File: src/rtl/handshake_constant_seq_if.sv
// -----------------------------------------------------------------------------
// handshake_constant_seq_if
// Handshake bundle for the constant-sequence source: a data-less control
// channel (ctrl_valid/ctrl_ready) in, and a registered data channel
// (outs/outs_last/outs_valid/outs_ready) out.
//
// Signals:
//   ctrl_valid  control token present          (environment -> block)
//   ctrl_ready  control token accepted         (block -> environment)
//   outs        current table entry            (block -> environment)
//   outs_last   outs holds the last table entry(block -> environment)
//   outs_valid  output token present           (block -> environment)
//   outs_ready  consumer accepts output token  (environment -> block)
//
// Modports:
//   slave   - the constant-sequence block itself
//   master  - the surrounding environment (producer of ctrl, consumer of outs)
// -----------------------------------------------------------------------------
interface handshake_constant_seq_if #(
    parameter int DATA_WIDTH = 32
);
    logic                  ctrl_valid;
    logic                  ctrl_ready;
    logic [DATA_WIDTH-1:0] outs;
    logic                  outs_last;
    logic                  outs_valid;
    logic                  outs_ready;

    modport slave (
        input  ctrl_valid,
        output ctrl_ready,
        output outs,
        output outs_last,
        output outs_valid,
        input  outs_ready
    );

    modport master (
        output ctrl_valid,
        input  ctrl_ready,
        input  outs,
        input  outs_last,
        input  outs_valid,
        output outs_ready
    );
endinterface

File: src/rtl/handshake_constant_seq.sv
// -----------------------------------------------------------------------------
// handshake_constant_seq
// Elastic constant-sequence source. Every accepted control token loads the
// next entry of a parametrised constant table into a one-slot output
// register. The index either wraps back to entry 0 or saturates on the last
// entry, selected by WRAP.
//
// Parameters:
//   DATA_WIDTH  width of one constant / of outs
//   DEPTH       number of table entries (>= 1)
//   CONSTS      packed table, entry i = CONSTS[i*DATA_WIDTH +: DATA_WIDTH]
//   WRAP        1: index wraps to 0 after the last entry, 0: index saturates
//
// Ports:
//   clk   clock, all state updates on the rising edge
//   rst   asynchronous reset, active low
//   bus   handshake bundle (slave side), see handshake_constant_seq_if
//
// Timing: one cycle latency, one token per cycle with outs_ready held high.
// The only combinational input-to-output path is outs_ready -> ctrl_ready.
// -----------------------------------------------------------------------------
module handshake_constant_seq #(
    parameter int                            DATA_WIDTH = 32,
    parameter int                            DEPTH      = 4,
    parameter logic [DEPTH*DATA_WIDTH-1:0]   CONSTS     = {(DEPTH*DATA_WIDTH){1'b0}},
    parameter bit                            WRAP       = 1'b1
) (
    input  logic                     clk,
    input  logic                     rst,
    handshake_constant_seq_if.slave  bus
);

    // Index register is at least one bit wide so DEPTH=1 still has a
    // legal (constant zero) index.
    localparam int IDX_W = (DEPTH > 1) ? $clog2(DEPTH) : 1;
    localparam logic [IDX_W-1:0] LAST_IDX = IDX_W'(DEPTH - 1);
    localparam logic [IDX_W-1:0] IDX_ONE  = IDX_W'(1);

    // Registered state and next-state values
    logic                  full_q,  full_d;
    logic [IDX_W-1:0]      idx_q,   idx_d;
    logic [DATA_WIDTH-1:0] data_q,  data_d;
    logic                  last_q,  last_d;

    // Combinational helpers
    logic                  accept_s;
    logic                  drain_s;
    logic [DATA_WIDTH-1:0] entry_s;
    logic                  entry_last_s;
    logic                  ctrl_ready_s;
    logic                  outs_valid_s;

    // Table lookup: AND-OR mux over all entries, so any DEPTH (not only
    // powers of two) selects cleanly without out-of-range indexing.
    always_comb begin
        entry_s = {DATA_WIDTH{1'b0}};
        for (int i = 0; i < DEPTH; i++) begin
            entry_s = entry_s |
                      (CONSTS[i*DATA_WIDTH +: DATA_WIDTH] &
                       {DATA_WIDTH{idx_q == IDX_W'(i)}});
        end
        entry_last_s = (idx_q == LAST_IDX);
    end

    // Output decode: valid is the slot flag, ready opens whenever the slot is
    // empty or is being emptied in this same cycle (no bubble on refill).
    always_comb begin
        outs_valid_s = full_q;
        ctrl_ready_s = (!full_q) || bus.outs_ready;
    end

    // Handshake qualifiers derived from the output decode
    always_comb begin
        accept_s = bus.ctrl_valid && ctrl_ready_s;
        drain_s  = full_q && bus.outs_ready;
    end

    // Next-state logic: load on accept, clear the slot on a pure drain,
    // otherwise hold everything (this also covers the stall case).
    always_comb begin
        full_d = full_q;
        idx_d  = idx_q;
        data_d = data_q;
        last_d = last_q;
        if (accept_s) begin
            full_d = 1'b1;
            data_d = entry_s;
            last_d = entry_last_s;
            if (entry_last_s) begin
                // On the last entry: wrap to 0, or saturate. With DEPTH=1
                // both choices keep the index at 0.
                idx_d = WRAP ? {IDX_W{1'b0}} : idx_q;
            end else begin
                idx_d = idx_q + IDX_ONE;
            end
        end else if (drain_s) begin
            full_d = 1'b0;
        end else begin
            full_d = full_q;
        end
    end

    // State register with asynchronous active-low reset; reset discards any
    // in-flight token and restarts the sequence at entry 0.
    always_ff @(posedge clk or negedge rst) begin
        if (!rst) begin
            full_q <= 1'b0;
            idx_q  <= {IDX_W{1'b0}};
            data_q <= {DATA_WIDTH{1'b0}};
            last_q <= 1'b0;
        end else begin
            full_q <= full_d;
            idx_q  <= idx_d;
            data_q <= data_d;
            last_q <= last_d;
        end
    end

    assign bus.ctrl_ready = ctrl_ready_s;
    assign bus.outs_valid = outs_valid_s;
    assign bus.outs       = data_q;
    assign bus.outs_last  = last_q;

endmodule

File: src/flat_wrapper.sv
// flat-port wrapper written by rule: the top's interface ports become plain ports
module handshake_constant_seq_flat 
#(
    parameter int                            DATA_WIDTH = 32,
    parameter int                            DEPTH      = 4,
    parameter logic [DEPTH*DATA_WIDTH-1:0]   CONSTS     = {(DEPTH*DATA_WIDTH){1'b0}},
    parameter bit                            WRAP       = 1'b1
)
  (clk, rst, bus_ctrl_valid, bus_ctrl_ready, bus_outs, bus_outs_last, bus_outs_valid, bus_outs_ready);
  handshake_constant_seq_if #(.DATA_WIDTH(DATA_WIDTH)) bus_i ();
  input  logic clk;
  input  logic rst;
  input wire logic [$bits(bus_i.ctrl_valid)-1:0] bus_ctrl_valid;
  output wire logic [$bits(bus_i.ctrl_ready)-1:0] bus_ctrl_ready;
  output wire logic [$bits(bus_i.outs)-1:0] bus_outs;
  output wire logic [$bits(bus_i.outs_last)-1:0] bus_outs_last;
  output wire logic [$bits(bus_i.outs_valid)-1:0] bus_outs_valid;
  input wire logic [$bits(bus_i.outs_ready)-1:0] bus_outs_ready;
  assign bus_i.ctrl_valid = bus_ctrl_valid;
  assign bus_ctrl_ready = bus_i.ctrl_ready;
  assign bus_outs = bus_i.outs;
  assign bus_outs_last = bus_i.outs_last;
  assign bus_outs_valid = bus_i.outs_valid;
  assign bus_i.outs_ready = bus_outs_ready;
  handshake_constant_seq #(.DATA_WIDTH(DATA_WIDTH), .DEPTH(DEPTH), .CONSTS(CONSTS), .WRAP(WRAP)) u_core (.clk(clk), .rst(rst), .bus(bus_i));
endmodule
File: config.mk
export PLATFORM = sky130hd
export DESIGN_NAME = handshake_constant_seq_flat
export DESIGN_NICKNAME = d
export VERILOG_FILES = /design/src/rtl/handshake_constant_seq_if.sv /design/src/rtl/handshake_constant_seq.sv /design/src/flat_wrapper.sv
export SDC_FILE = /design/constraint.sdc
export NUM_CORES = 1
export LEC_CHECK = 0
export ABC_CLOCK_PERIOD_IN_PS = 1570
export BUFFER_PORTS_ARGS = -buffer_cell sky130_fd_sc_hd__buf_2
export CAP_MARGIN = 20
export CORE_AREA = 8 8 45 47
export DETAILED_ROUTE_END_ITERATION = 6
export DIE_AREA = 0 0 53 55
export PLACE_DENSITY = 0.77
export SYNTH_ARGS = -nofsm -noshare
export SYNTH_HDL_FRONTEND = slang
export SYNTH_SLANG_ARGS = --single-unit
File: constraint.sdc
create_clock -name clk -period 1.57 [get_ports clk]
set_input_delay 0.314 -clock clk [delete_from_list [all_inputs] [get_ports clk]]
set_output_delay 0.314 -clock clk [all_outputs]
set_load 0.01 [all_outputs]
==> load_flow_metrics.sql, run 1 <==
INSERT INTO impl_metrics (metric_group, metric, value, unit) VALUES
('detailed_routing', 'route.vias.total', '208', ''),
('critical_path', 'worstSetupPathType', 'reg2out', ''),
('critical_path', 'cp_data_required_time', '1.26', 'ns'),
('floorplan', 'die_area', '2920', 'sq um'),
('pwr', 'switching_share', '32.0', '%'),
('cts', 'tritoncts_clock_tree', 'yes', ''),
('cts', 'cts_setup_buffers', '0', ''),
('pwr', 'cellLeakagePower', '0.248', 'nW'),
('timing', 'finalHoldViolations', '0', ''),
('final_layout', 'finalInstanceArea', '397', 'sq um'),
('final_layout', 'layout-area-overhead-vs-synth', '-9.43', '%'),
('floorplan', 'start_util', '31.6', '%'),
('global_route', 'first_global_vias', '226', ''),
('global_route', 'grt_max_degree', '5', ''),
('cts', 'cts-root-to-sink-buffers', '2', ''),
('global_route', 'global_route.usage.met3', '2.41', '%'),
('cts', 'clkLatencyLatePin', '0.23', 'ns'),
('yosys', 'synth_cell_types', '9', ''),
('timing', 'setup-tns-final', '0', 'ns'),
('global_route', 'busiest_layer', 'met4', ''),
('global_route', 'grt_use_total', '5.04', '%'),
('yosys', 'synth.yosys.seq_area_share', '22.9', '%'),
('floorplan', 'coreArea', '1380', 'sq um'),
('yosys', 'synth_area_leader_cell', 'sky130_fd_sc_hd__buf_4', ''),
('floorplan', 'dieHeight', '55', 'um'),
('critical_path', 'cp.arrival', '0.86', 'ns'),
('detailed_routing', 'drtPass1Iterations', '1', ''),
('yosys', 'synth.cell_area', '438', 'sq um'),
('detailed_routing', 'drtIter0Drc', '0', ''),
('global_route', 'grt_use_met2', '7.81', '%'),
('timing', 'fmax', '855', 'MHz'),
('global_route', 'grt_first_pass_wirelength', '959', 'um'),
('yosys', 'synthesis.yosys.warnings', '0', ''),
('hold_path', 'timing.hold.worst.class', 'in2reg', ''),
('cts', 'numCtsBuffers', '3', ''),
('floorplan', 'rows', '14', ''),
('detailed_routing', 'drt_drc_violations_left', '0', ''),
('cts', 'cts_sinks', '4', ''),
('final_layout', 'final_cell_mix', 'sky130_fd_sc_hd__conb_1 (32), sky130_fd_sc_hd__buf_2 (6), sky130_fd_sc_hd__dfrtp_1 (4)', ''),
('pwr', 'comb_power_share', '37.4', '%'),
('cts', 'worst_setup_hold_path_clk_slew', '0.03', 'ns'),
('yosys', 'postSynthAreaPerCell', '9.73', 'sq um'),
('placement', 'place.detailed.hpwl', '656', 'um'),
('pwr', 'reported_net_switching_power', '0.000149', 'W'),
('cts', 'ctsRootBufferMaster', 'sky130_fd_sc_hd__clkbuf_4', ''),
('global_route', 'groute.layer.met1.usage', '3.37', '%'),
('detailed_routing', 'post_drt_wl_per_cell', '10.2', 'um'),
('outcome', 'run_status', 'completed', ''),
('timing', 'period_minus_slack', '1.17', 'ns'),
('job', 'cap_viol_max_count', '0', ''),
('final_layout', 'sequential_cell_area', '100', 'sq um'),
('final_layout', 'diodes', '0', ''),
('yosys', 'netlist.area_leader.share', '54.9', '%'),
('pwr', 'power.density_cell_area', '1180', 'nW/um^2'),
('placement', 'dpl_cell_area', '364', 'sq um'),
('detailed_routing', 'route.detailed.vias_per_inst', '2.97', ''),
('placement', 'buffer_ports.inserted', '6', ''),
('yosys', 'post_synth_inst_count', '45', ''),
('critical_path', 'worst_setup_path_start_kind', 'register', ''),
('final_layout', 'final_layout_size_suffix_gt1_share', '25.9', '%'),
('yosys', 'yosys_register_bits', '4', ''),
('critical_path', 'end_kind', 'primary output', ''),
('timing', 'finClkSkew', '0.00287', 'ns'),
('final_layout', 'final_net_count', '61', ''),
('pwr', 'max-vdd-ir-drop', '227', 'uV'),
('placement', 'place.gp.congestion', '0.627', ''),
('final_layout', 'multi_input_comb_area', '214', 'sq um'),
('timing', 'setup_violators_final', '0', ''),
('floorplan', 'fp.dieW', '53', 'um'),
('yosys', 'ys_top_cells_by_area', 'sky130_fd_sc_hd__buf_4 (55%), sky130_fd_sc_hd__dfrtp_1 (23%), sky130_fd_sc_hd__mux2_4 (10%)', ''),
('floorplan', 'boundaryPins', '39', '');
## layer usage
layer  vias to the layer above  part of all wire [%]  wire [um]
met4                         0                   3.8         27
met5                         -                     0          0
li1                         93                     -          -
met2                        19                    57        410
met1                        94                    25        177
met3                         2                    14        100
## path summary, 6_finish.rpt
path	startpoint	end	slack, ns	depth (start not counted)
setup / recovery	u_core.bus.outs_valid$_DFFE_PN0P_	bus_ctrl_ready	0.40	2
hold / removal	bus_ctrl_valid	u_core.bus.outs_valid$_DFFE_PN0P_	0.34	2
setup reg to reg	u_core.idx_q[0]$_DFFE_PN0P_	u_core.idx_q[1]$_DFFE_PN0P_	0.51	2
hold reg to reg	u_core.bus.outs_last$_DFFE_PN0P_	u_core.bus.outs_last$_DFFE_PN0P_	0.52	1
max in group asynchronous	rst	u_core.bus.outs_last$_DFFE_PN0P_	1.03	2
min in group asynchronous	rst	u_core.idx_q[0]$_DFFE_PN0P_	0.42	2
## cell families after synthesis
family        share of synthesized area, %
fa+ha+maj                             2.86
mux                                   10.3
simple gates                          8.28
other cells                          0.856
flops                                 22.9
buf+inv                               54.9
## stage by stage
step,hold slack (ns),std cells,utilization (%),setup WS (ns)
floorplan,0.0184,76,-,0.540
global placement,0.119,66,26.3,0.517
detailed placement,0.122,66,26.3,0.493
CTS,0.332,70,28.7,0.380
global route,0.362,70,28.7,0.356
finish,0.338,70,28.7,0.401
## sequential cells by signal, summed over array words and instances (netlist names)
| register | cells |
|---|---|
| u_core.bus.outs_last | 1 |
| u_core.bus.outs_valid | 1 |
| u_core.idx_q | 2 |
## critical path, stage by stage, from the launching register on
cell and delay (ns):
sky130_fd_sc_hd__dfrtp_1 0.40, sky130_fd_sc_hd__nand2b_4 0.10, sky130_fd_sc_hd__buf_2 0.13
## final cells by class
class / instances / area share (%)
multi-input combinational: 40 / 53.9
sequential: 4 / 25.2
timing repair buffer: 7 / 10.1
clock buffer: 3 / 5.68
tap: 16 / 5.05
## power groups by stage
stage / clock [W] / sequential [W] / combinational (W)
after CTS: 0.000131 / 0.000168 / 0.000175
after detailed placement: 0 / 0.000170 / 0.000173
after global placement: 0 / 0.000167 / 0.000163
after floorplan: 0 / 0.000168 / 0.000194
final: 0.000123 / 0.000169 / 0.000174
after global routing: 0.000137 / 0.000172 / 0.000199
## cell usage after synthesis
cell,n
sky130_fd_sc_hd__mux2_4,3
sky130_fd_sc_hd__buf_4,32
sky130_fd_sc_hd__ha_1,1
sky130_fd_sc_hd__dfrtp_1,4
sky130_fd_sc_hd__nor2_1,1
sky130_fd_sc_hd__or2b_1,1
sky130_fd_sc_hd__nand2_4,1
sky130_fd_sc_hd__nand2b_4,1
sky130_fd_sc_hd__conb_1,1
## what timing repair did
action / 4_1_cts / 5_1_grt
endpoints found under the setup margin: 0 / 0
hold endpoints to repair: 4 / 0
resized for setup: 0 / 0
hold buffers: 1 / 0
Power figures use the tool's default switching activity.
==> inputs of run 2 (changes only) <==
--- a/config.mk
+++ b/config.mk
@@ -5,13 +5,14 @@
 export SDC_FILE = /design/constraint.sdc
 export NUM_CORES = 1
 export LEC_CHECK = 0
-export ABC_CLOCK_PERIOD_IN_PS = 1570
+export ABC_AREA = 1
+export ABC_CLOCK_PERIOD_IN_PS = 980
 export BUFFER_PORTS_ARGS = -buffer_cell sky130_fd_sc_hd__buf_2
 export CAP_MARGIN = 20
-export CORE_AREA = 8 8 45 47
+export CORE_MARGIN = 8
+export CORE_UTILIZATION = 32
 export DETAILED_ROUTE_END_ITERATION = 6
-export DIE_AREA = 0 0 53 55
-export PLACE_DENSITY = 0.77
+export PLACE_DENSITY = 0.78
 export SYNTH_ARGS = -nofsm -noshare
 export SYNTH_HDL_FRONTEND = slang
 export SYNTH_SLANG_ARGS = --single-unit
==> constraint.sdc (replaced) <==
create_clock -name clk -period 0.98 [get_ports clk]
set_input_delay 0.196 -clock clk [delete_from_list [all_inputs] [get_ports clk]]
set_output_delay 0.196 -clock clk [all_outputs]
set_load 0.01 [all_outputs]
==> run 2 against run 1 <==
Net effect: the flow now finishes with violations (negative setup slack); total power up 47%; first-iteration DRC count up 2; synthesized area down 2.3%; sequential power rose by 51%; register-to-register slack lost 0.46 ns.
==> load_flow_metrics.sql, run 2 <==
INSERT INTO impl_metrics (metric_group, metric, value, unit) VALUES
('outcome', 'run_status', 'finished with violations', ''),
('timing', 'setup-tns-final', '-0.00759', 'ns'),
('hold_path', 'worstHoldStart', 'bus_ctrl_valid', ''),
('critical_path', 'worst_setup_sp', 'u_core.bus.outs_valid$_DFFE_PN0P_', ''),
('yosys', 'synth_enable_flop_cells', '0', ''),
('final_layout', 'regMostFlops', 'u_core.idx_q', ''),
('pwr', 'comb_power_share', '34.4', '%'),
('critical_path', 'critical_path_cell_sequence', 'nand2_4, buf_6', ''),
('critical_path', 'cp.arrival', '0.79', 'ns'),
('final_layout', 'layout_commonest_cell', 'sky130_fd_sc_hd__conb_1', ''),
('floorplan', 'fp.dieW', '52.6', 'um'),
('yosys', 'synth_cell_types', '9', ''),
('pwr', 'power_frac_seq', '37.3', '%'),
('yosys', 'ys_top_cells_by_area', 'sky130_fd_sc_hd__buf_4 (56%), sky130_fd_sc_hd__dfrtp_1 (23%), sky130_fd_sc_hd__nand2_1 (6.1%)', ''),
('yosys', 'post_synth_inst_count', '52', ''),
('critical_path', 'critical-path-max-stage-delay', '0.39', 'ns'),
('cts', 'worst_setup_hold_path_clk_slew', '0.03', 'ns'),
('critical_path', 'reg2reg_setup_slack', '0.05', 'ns'),
('yosys', 'netlist.area_leader.share', '56.1', '%'),
('timing', 'rsz_0062_raised_after_global_routing', 'yes', ''),
('final_layout', 'num-fill-cells', '143', ''),
('pwr', 'power.density_cell_area', '1720', 'nW/um^2'),
('timing', 'period_minus_slack', '0.988', 'ns'),
('hold_path', 'holdPathEnd', 'u_core.bus.outs_valid$_DFFE_PN0P_', ''),
('timing', 'fmax', '1010', 'MHz'),
('floorplan', 'coreArea', '1270', 'sq um'),
('yosys', 'cell_with_the_most_instances_after_synthesis', 'sky130_fd_sc_hd__buf_4', ''),
('timing', 'final_cycle_utilization_of_the_critical_path', '101', '%'),
('yosys', 'synth.yosys.seq_area_share', '23.4', '%'),
('yosys', 'yosys_register_bits', '4', ''),
('global_route', 'first_global_vias', '236', ''),
('detailed_routing', 'routed-wl-met3', '164', 'um'),
('hold_path', 'min_delay_path_depth', '3', ''),
('detailed_routing', 'met2WireLength', '383', 'um'),
('timing', 'timing.final.max_slew_violations', '0', ''),
('critical_path', 'worstPathMaxFanout', '2', ''),
('detailed_routing', 'drtIter0Drc', '2', ''),
('global_route', 'grt_use_total', '5.01', '%'),
('placement', 'place.gp.congestion', '0.619', ''),
('timing', 'setup_violators_final', '1', ''),
('hold_path', 'timing.hold.worst.class', 'in2reg', ''),
('floorplan', 'rows', '13', ''),
('detailed_routing', 'post_drt_wl_per_cell', '9.42', 'um'),
('detailed_routing', 'route.detailed.vias_per_inst', '3.04', ''),
('cts', 'h-tree-depth', '1', ''),
('timing', 'hold_slack', '0.261', 'ns'),
('final_layout', 'diodes', '0', ''),
('final_layout', 'utilization', '31.5', '%'),
('yosys', 'ys_async_sr_fraction', '100', '%'),
('floorplan', 'boundaryPins', '39', ''),
('critical_path', 'timing.critical_path.slowest_stage_cell', 'sky130_fd_sc_hd__dfrtp_1', ''),
('outcome', 'failing_checks', 'negative setup slack', ''),
('yosys', 'synth.cell_area', '428', 'sq um'),
('placement', 'buffer_ports.inserted', '6', ''),
('floorplan', 'die_area', '2760', 'sq um'),
('yosys', 'synthesis.yosys.warnings', '0', ''),
('yosys', 'synthTopCellsByCount', 'sky130_fd_sc_hd__buf_4 (32), sky130_fd_sc_hd__nand2_1 (7), sky130_fd_sc_hd__dfrtp_1 (4)', ''),
('pwr', 'reported_net_switching_power', '0.000244', 'W'),
('cts', 'ctsRootBufferMaster', 'sky130_fd_sc_hd__clkbuf_4', ''),
('detailed_routing', 'drtPass1Iterations', '4', ''),
('global_route', 'grt-ovfl-total', '0', ''),
('critical_path', 'worstSetupPathType', 'reg2out', ''),
('global_route', 'grt_first_pass_wirelength', '966', 'um'),
('timing', 'post-route-worst-setup-slack', '-0.00759', 'ns'),
('cts', 'cts-root-to-sink-buffers', '2', ''),
('final_layout', 'final_net_count', '69', ''),
('critical_path', 'worst_setup_path_start_kind', 'register', ''),
('yosys', 'postSynthAreaPerCell', '8.23', 'sq um'),
('final_layout', 'final_cell_mix', 'sky130_fd_sc_hd__conb_1 (32), sky130_fd_sc_hd__nand2_1 (7), sky130_fd_sc_hd__buf_2 (5)', ''),
('cts', 'tritoncts_clock_tree', 'yes', ''),
('floorplan', 'dieHeight', '52.6', 'um'),
('critical_path', 'worstRegToRegCells', '3', ''),
('detailed_routing', 'met1Wirelength', '178', 'um'),
('critical_path', 'r2r-start', 'u_core.idx_q[0]$_DFFE_PN0P_', ''),
('floorplan', 'start_util', '33.7', '%'),
('pwr', 'intPower', '0.000441', 'W'),
('timing', 'finalHoldViolations', '0', ''),
('pwr', 'switching_share', '35.6', '%'),
('pwr', 'max-vdd-ir-drop', '423', 'uV'),
('global_route', 'grt_antenna_before_repair', '0', ''),
('timing', 'finClkSkew', '0.00114', 'ns'),
('pwr', 'cellLeakagePower', '0.259', 'nW'),
('yosys', 'ys_dominant_reg_cell', 'sky130_fd_sc_hd__dfrtp_1', ''),
('cts', 'clkLatencyLatePin', '0.23', 'ns'),
('yosys', 'synth_area_leader_cell', 'sky130_fd_sc_hd__buf_4', ''),
('critical_path', 'end_kind', 'primary output', ''),
('detailed_routing', 'drt_drc_violations_left', '0', ''),
('cts', 'cts_sinks', '4', ''),
('final_layout', 'final_layout_size_suffix_gt1_share', '21.0', '%'),
('detailed_routing', 'route.vias.total', '234', ''),
('placement', 'place.detailed.hpwl', '634', 'um'),
('pwr', 'power.clock.fraction', '28.3', '%'),
('detailed_routing', 'drt.antenna.violating_nets', '0', ''),
('final_layout', 'layout-area-overhead-vs-synth', '-6.73', '%'),
('final_layout', 'largest_reg_flops', '2', ''),
('cts', 'numCtsBuffers', '3', ''),
('critical_path', 'worstReg2RegEnd', 'u_core.idx_q[1]$_DFFE_PN0P_', ''),
('job', 'cap_viol_max_count', '0', ''),
('detailed_routing', 'top_layer', 'met3', ''),
('detailed_routing', 'wirelength', '725', 'um'),
('critical_path', 'cp_data_required_time', '0.78', 'ns'),
('global_route', 'grt_max_degree', '6', '');
[run 2: power groups by stage]
stage	logic, W	registers [W]	clock network, W
after floorplan	0.000249	0.000262	0
after global placement	0.000210	0.000255	0
after detailed placement	0.000222	0.000258	0
after CTS	0.000235	0.000256	0.000210
after global routing	0.000270	0.000264	0.000212
final	0.000236	0.000256	0.000194
[run 2: what timing repair did]
item | CTS | global route
hold buffers | 1 | 0
gates resized for setup | 1 | 0
endpoints found under the hold margin | 4 | 0
setup buffers | 1 | 0
setup endpoints to repair | 2 | 2
pin swaps | 1 | 0
[run 2: area by class of cell]
cell class              instances  area [sq um]  share of cell area [%]
clock buffers                   3          22.5                    5.64
repair buffers                  8          53.8                    13.5
well taps                      15          18.8                    4.70
multi-input cells              46           200                    50.2
inverters                       1          3.75                   0.940
flip-flops and latches          4           100                    25.1
[run 2: metrics by stage]
stage | instances | total power [W] | cell area, sq um | setup slack, ns
2_1_floorplan | 83 | 0.000512 | 544 | 0.0945
3_3_place_gp | 72 | 0.000464 | 353 | 0.0713
3_5_place_dp | 72 | 0.000480 | 353 | 0.0438
4_1_cts | 77 | 0.000701 | 399 | -0.0214
5_1_grt | 77 | 0.000746 | 399 | -0.0384
6_report | 77 | 0.000685 | 399 | -0.00759
[run 2: cells by family (layout without fill, tap and decap cells)]
family	after synthesis	after routing	share of synthesized area, %
flip-flops	4	4	23.4
AND/OR/NAND/NOR	13	13	15.8
adder cells (fa/ha/maj)	1	1	2.92
buffers and inverters	33	12	57.0
other	1	32	0.876
[run 2: worst max-delay path, delay by kind of cell (launching register included)]
family                 cells  cell delay (ns)
buffers and inverters      1             0.10
DFF                        1             0.39
and+or+nand+nor            1             0.07
[run 2: routing by layer]
layer,track usage (%),vias to the layer above
met5,0,-
met4,5.17,0
met3,3.41,0
met2,7.11,20
met1,4.52,99
li1,-,115
[run 2: worst max-delay path by stage]
stage | cells after the start | slack [ns] | endpoint
floorplan | 3 | 0.09 | u_core.idx_q[1]$_DFFE_PN0P_
global placement | 3 | 0.07 | u_core.idx_q[1]$_DFFE_PN0P_
detailed placement | 3 | 0.04 | u_core.idx_q[1]$_DFFE_PN0P_
CTS | 2 | -0.02 | bus_ctrl_ready
global route | 2 | -0.04 | bus_ctrl_ready
finish | 2 | -0.008 | bus_ctrl_ready
==> inputs of run 3 (changes only) <==
--- a/config.mk
+++ b/config.mk
@@ -5,7 +5,6 @@
 export SDC_FILE = /design/constraint.sdc
 export NUM_CORES = 1
 export LEC_CHECK = 0
-export ABC_AREA = 1
 export ABC_CLOCK_PERIOD_IN_PS = 980
 export BUFFER_PORTS_ARGS = -buffer_cell sky130_fd_sc_hd__buf_2
 export CAP_MARGIN = 20
==> run 3 against run 2 <==
Net effect: the flow still finishes with violations (negative setup slack); utilization increased by 0.38 points; via count decreased by 11%; global-route usage grew 0.84 points; largest cell class unchanged.
==> load_flow_metrics.sql, run 3 (synthesis gave the netlist of run 1 again) <==
INSERT INTO impl_metrics (metric_group, metric, value, unit) VALUES
('final_layout', 'layout_commonest_cell', 'sky130_fd_sc_hd__conb_1', ''),
('critical_path', 'worst_setup_path_start_kind', 'register', ''),
('critical_path', 'cp.arrival', '1.16', 'ns'),
('final_layout', 'finalInstanceArea', '409', 'sq um'),
('final_layout', 'multi_input_comb_area', '214', 'sq um'),
('floorplan', 'fp.dieW', '53.0', 'um'),
('timing', 'final_cycle_utilization_of_the_critical_path', '107', '%'),
('detailed_routing', 'route.detailed.vias_per_inst', '2.99', ''),
('outcome', 'run_status', 'finished with violations', ''),
('detailed_routing', 'route.vias.total', '209', ''),
('global_route', 'grt_max_degree', '5', ''),
('floorplan', 'dieHeight', '53.0', 'um'),
('detailed_routing', 'drt_drc_violations_left', '0', ''),
('floorplan', 'boundaryPins', '39', ''),
('critical_path', 'critical_path_cell_sequence', 'ha_1, mux2_4', ''),
('final_layout', 'num-fill-cells', '151', ''),
('detailed_routing', 'drt.antenna.violating_nets', '0', ''),
('cts', 'tritoncts_clock_tree', 'yes', ''),
('timing', 'timing.final.max_slew_violations', '0', ''),
('critical_path', 'worstSetupPathType', 'reg2reg', ''),
('critical_path', 'r2r-start', 'u_core.idx_q[0]$_DFFE_PN0P_', ''),
('critical_path', 'cp_data_required_time', '1.09', 'ns'),
('critical_path', 'worstReg2RegEnd', 'u_core.idx_q[1]$_DFFE_PN0P_', ''),
('hold_path', 'min_delay_path_depth', '2', ''),
('pwr', 'cellLeakagePower', '0.255', 'nW'),
('detailed_routing', 'post_drt_wl_per_cell', '10.6', 'um'),
('hold_path', 'holdPathEnd', 'u_core.bus.outs_valid$_DFFE_PN0P_', ''),
('cts', 'cts_sinks', '4', ''),
('final_layout', 'sequential_cell_area', '100', 'sq um'),
('final_layout', 'final_cell_mix', 'sky130_fd_sc_hd__conb_1 (32), sky130_fd_sc_hd__buf_2 (5), sky130_fd_sc_hd__dfrtp_1 (4)', ''),
('outcome', 'failing_checks', 'negative setup slack', ''),
('final_layout', 'utilization', '31.8', '%'),
('global_route', 'grt-ovfl-total', '0', ''),
('cts', 'cts-root-to-sink-buffers', '2', ''),
('floorplan', 'die_area', '2810', 'sq um'),
('cts', 'ctsRootBufferMaster', 'sky130_fd_sc_hd__clkbuf_4', ''),
('final_layout', 'regMostFlops', 'u_core.idx_q', ''),
('cts', 'worst_setup_hold_path_clk_slew', '0.04', 'ns'),
('hold_path', 'worstHoldStart', 'bus_ctrl_valid', ''),
('placement', 'place.detailed.hpwl', '664', 'um'),
('hold_path', 'timing.hold.worst.class', 'in2reg', ''),
('critical_path', 'worstPathMaxFanout', '2', ''),
('global_route', 'grt_antenna_before_repair', '0', ''),
('timing', 'finClkSkew', '0.00478', 'ns'),
('global_route', 'grt_use_total', '5.85', '%'),
('pwr', 'max-vdd-ir-drop', '385', 'uV'),
('detailed_routing', 'drtIter0Drc', '1', ''),
('final_layout', 'final_net_count', '62', ''),
('critical_path', 'critical-path-max-stage-delay', '0.38', 'ns'),
('placement', 'buffer_ports.inserted', '6', ''),
('critical_path', 'timing.critical_path.slowest_stage_cell', 'sky130_fd_sc_hd__dfrtp_1', ''),
('critical_path', 'reg2reg_setup_slack', '-0.07', 'ns'),
('floorplan', 'start_util', '34.1', '%'),
('timing', 'finalHoldViolations', '0', ''),
('cts', 'numCtsBuffers', '3', ''),
('timing', 'post-route-worst-setup-slack', '-0.0682', 'ns'),
('floorplan', 'coreArea', '1280', 'sq um'),
('placement', 'dpl_cell_area', '370', 'sq um'),
('final_layout', 'diodes', '0', ''),
('floorplan', 'rows', '13', ''),
('timing', 'setup-tns-final', '-0.134', 'ns'),
('global_route', 'grt_first_pass_wirelength', '1060', 'um'),
('placement', 'place.gp.congestion', '0.597', ''),
('cts', 'h-tree-depth', '1', ''),
('detailed_routing', 'wirelength', '739', 'um'),
('final_layout', 'largest_reg_flops', '2', ''),
('timing', 'fmax', '954', 'MHz'),
('cts', 'clkLatencyLatePin', '0.23', 'ns'),
('final_layout', 'layout-area-overhead-vs-synth', '-6.57', '%'),
('timing', 'period_minus_slack', '1.05', 'ns'),
('final_layout', 'final_layout_size_suffix_gt1_share', '27.3', '%'),
('timing', 'rsz_0062_raised_after_global_routing', 'yes', ''),
('critical_path', 'end_kind', 'register', ''),
('pwr', 'power.density_cell_area', '1920', 'nW/um^2'),
('cts', 'cts_setup_buffers', '0', ''),
('critical_path', 'worstRegToRegCells', '2', ''),
('job', 'cap_viol_max_count', '0', ''),
('timing', 'setup_violators_final', '5', ''),
('global_route', 'first_global_vias', '227', ''),
('detailed_routing', 'drtPass1Iterations', '2', '');
==> run 3: final cells by class <==
type / count / share of cell area, %
Tap cell: 15 / 4.59
Clock buffer: 3 / 5.50
Multi-Input combinational cell: 40 / 52.3
Timing Repair Buffer: 8 / 13.1
Sequential cell: 4 / 24.5
==> run 3: how the worst max path moves through the flow <==
| stage | startpoint | to | slack, ns |
|---|---|---|---|
| final | u_core.idx_q[0]$_DFFE_PN0P_ | u_core.idx_q[1]$_DFFE_PN0P_ | -0.07 |
| after global routing | u_core.idx_q[0]$_DFFE_PN0P_ | u_core.idx_q[1]$_DFFE_PN0P_ | -0.10 |
| after CTS | u_core.bus.outs_valid$_DFFE_PN0P_ | bus_ctrl_ready | -0.07 |
| after detailed placement | u_core.idx_q[1]$_DFFE_PN0P_ | u_core.idx_q[1]$_DFFE_PN0P_ | -0.07 |
| after global placement | u_core.idx_q[1]$_DFFE_PN0P_ | u_core.idx_q[1]$_DFFE_PN0P_ | -0.05 |
| after floorplan | u_core.idx_q[1]$_DFFE_PN0P_ | u_core.idx_q[1]$_DFFE_PN0P_ | -0.03 |
==> run 3: metal layers <==
metal  part of all wire (%)  vias up  global-route usage, %  wire length (um)
li1                       -       96                      -                 -
met1                     28       94                   4.92               210
met2                     55       17                   7.62               410
met3                     11        2                   2.80                84
met4                    4.6        0                   10.3                34
met5                      0        -                      0                 0
==> run 3: report_power, final <==
part	internal, W	leakage (nW)	total (W)	switching [W]
Sequential	0.000227	0.0475	0.000265	0.0000378
Clock	0.000136	0.0138	0.000197	0.0000606
Combinational	0.000174	0.194	0.000322	0.000148
Total	0.000537	0.255	0.000784	0.000247
==> run 3: critical path, delay by kind of cell (launching register included) <==
kind                       cells  cell delay [ns]
adders and majority gates      1             0.29
DFF                            1             0.38
muxes                          1             0.26
==> run 3: what timing repair did <==
item / 4_1_cts / 5_1_grt
endpoints found under the setup margin: 5 / 5
gates resized for setup: 1 / 0
endpoints found under the hold margin: 4 / 0
pin swaps: 2 / 1
hold buffers: 1 / 0
==> run 3: per-stage QoR <==
| step | power (W) | std cells | setup WS [ns] | hold slack [ns] |
|---|---|---|---|---|
| 6_report | 0.000784 | 70 | -0.0682 | 0.219 |
| 5_1_grt | 0.000867 | 70 | -0.102 | 0.228 |
| 4_1_cts | 0.000793 | 70 | -0.0738 | 0.219 |
| 3_5_place_dp | 0.000578 | 66 | -0.0690 | 0.00559 |
| 3_3_place_gp | 0.000559 | 66 | -0.0463 | 0.00318 |
| 2_1_floorplan | 0.000580 | 76 | -0.0333 | -0.0996 |
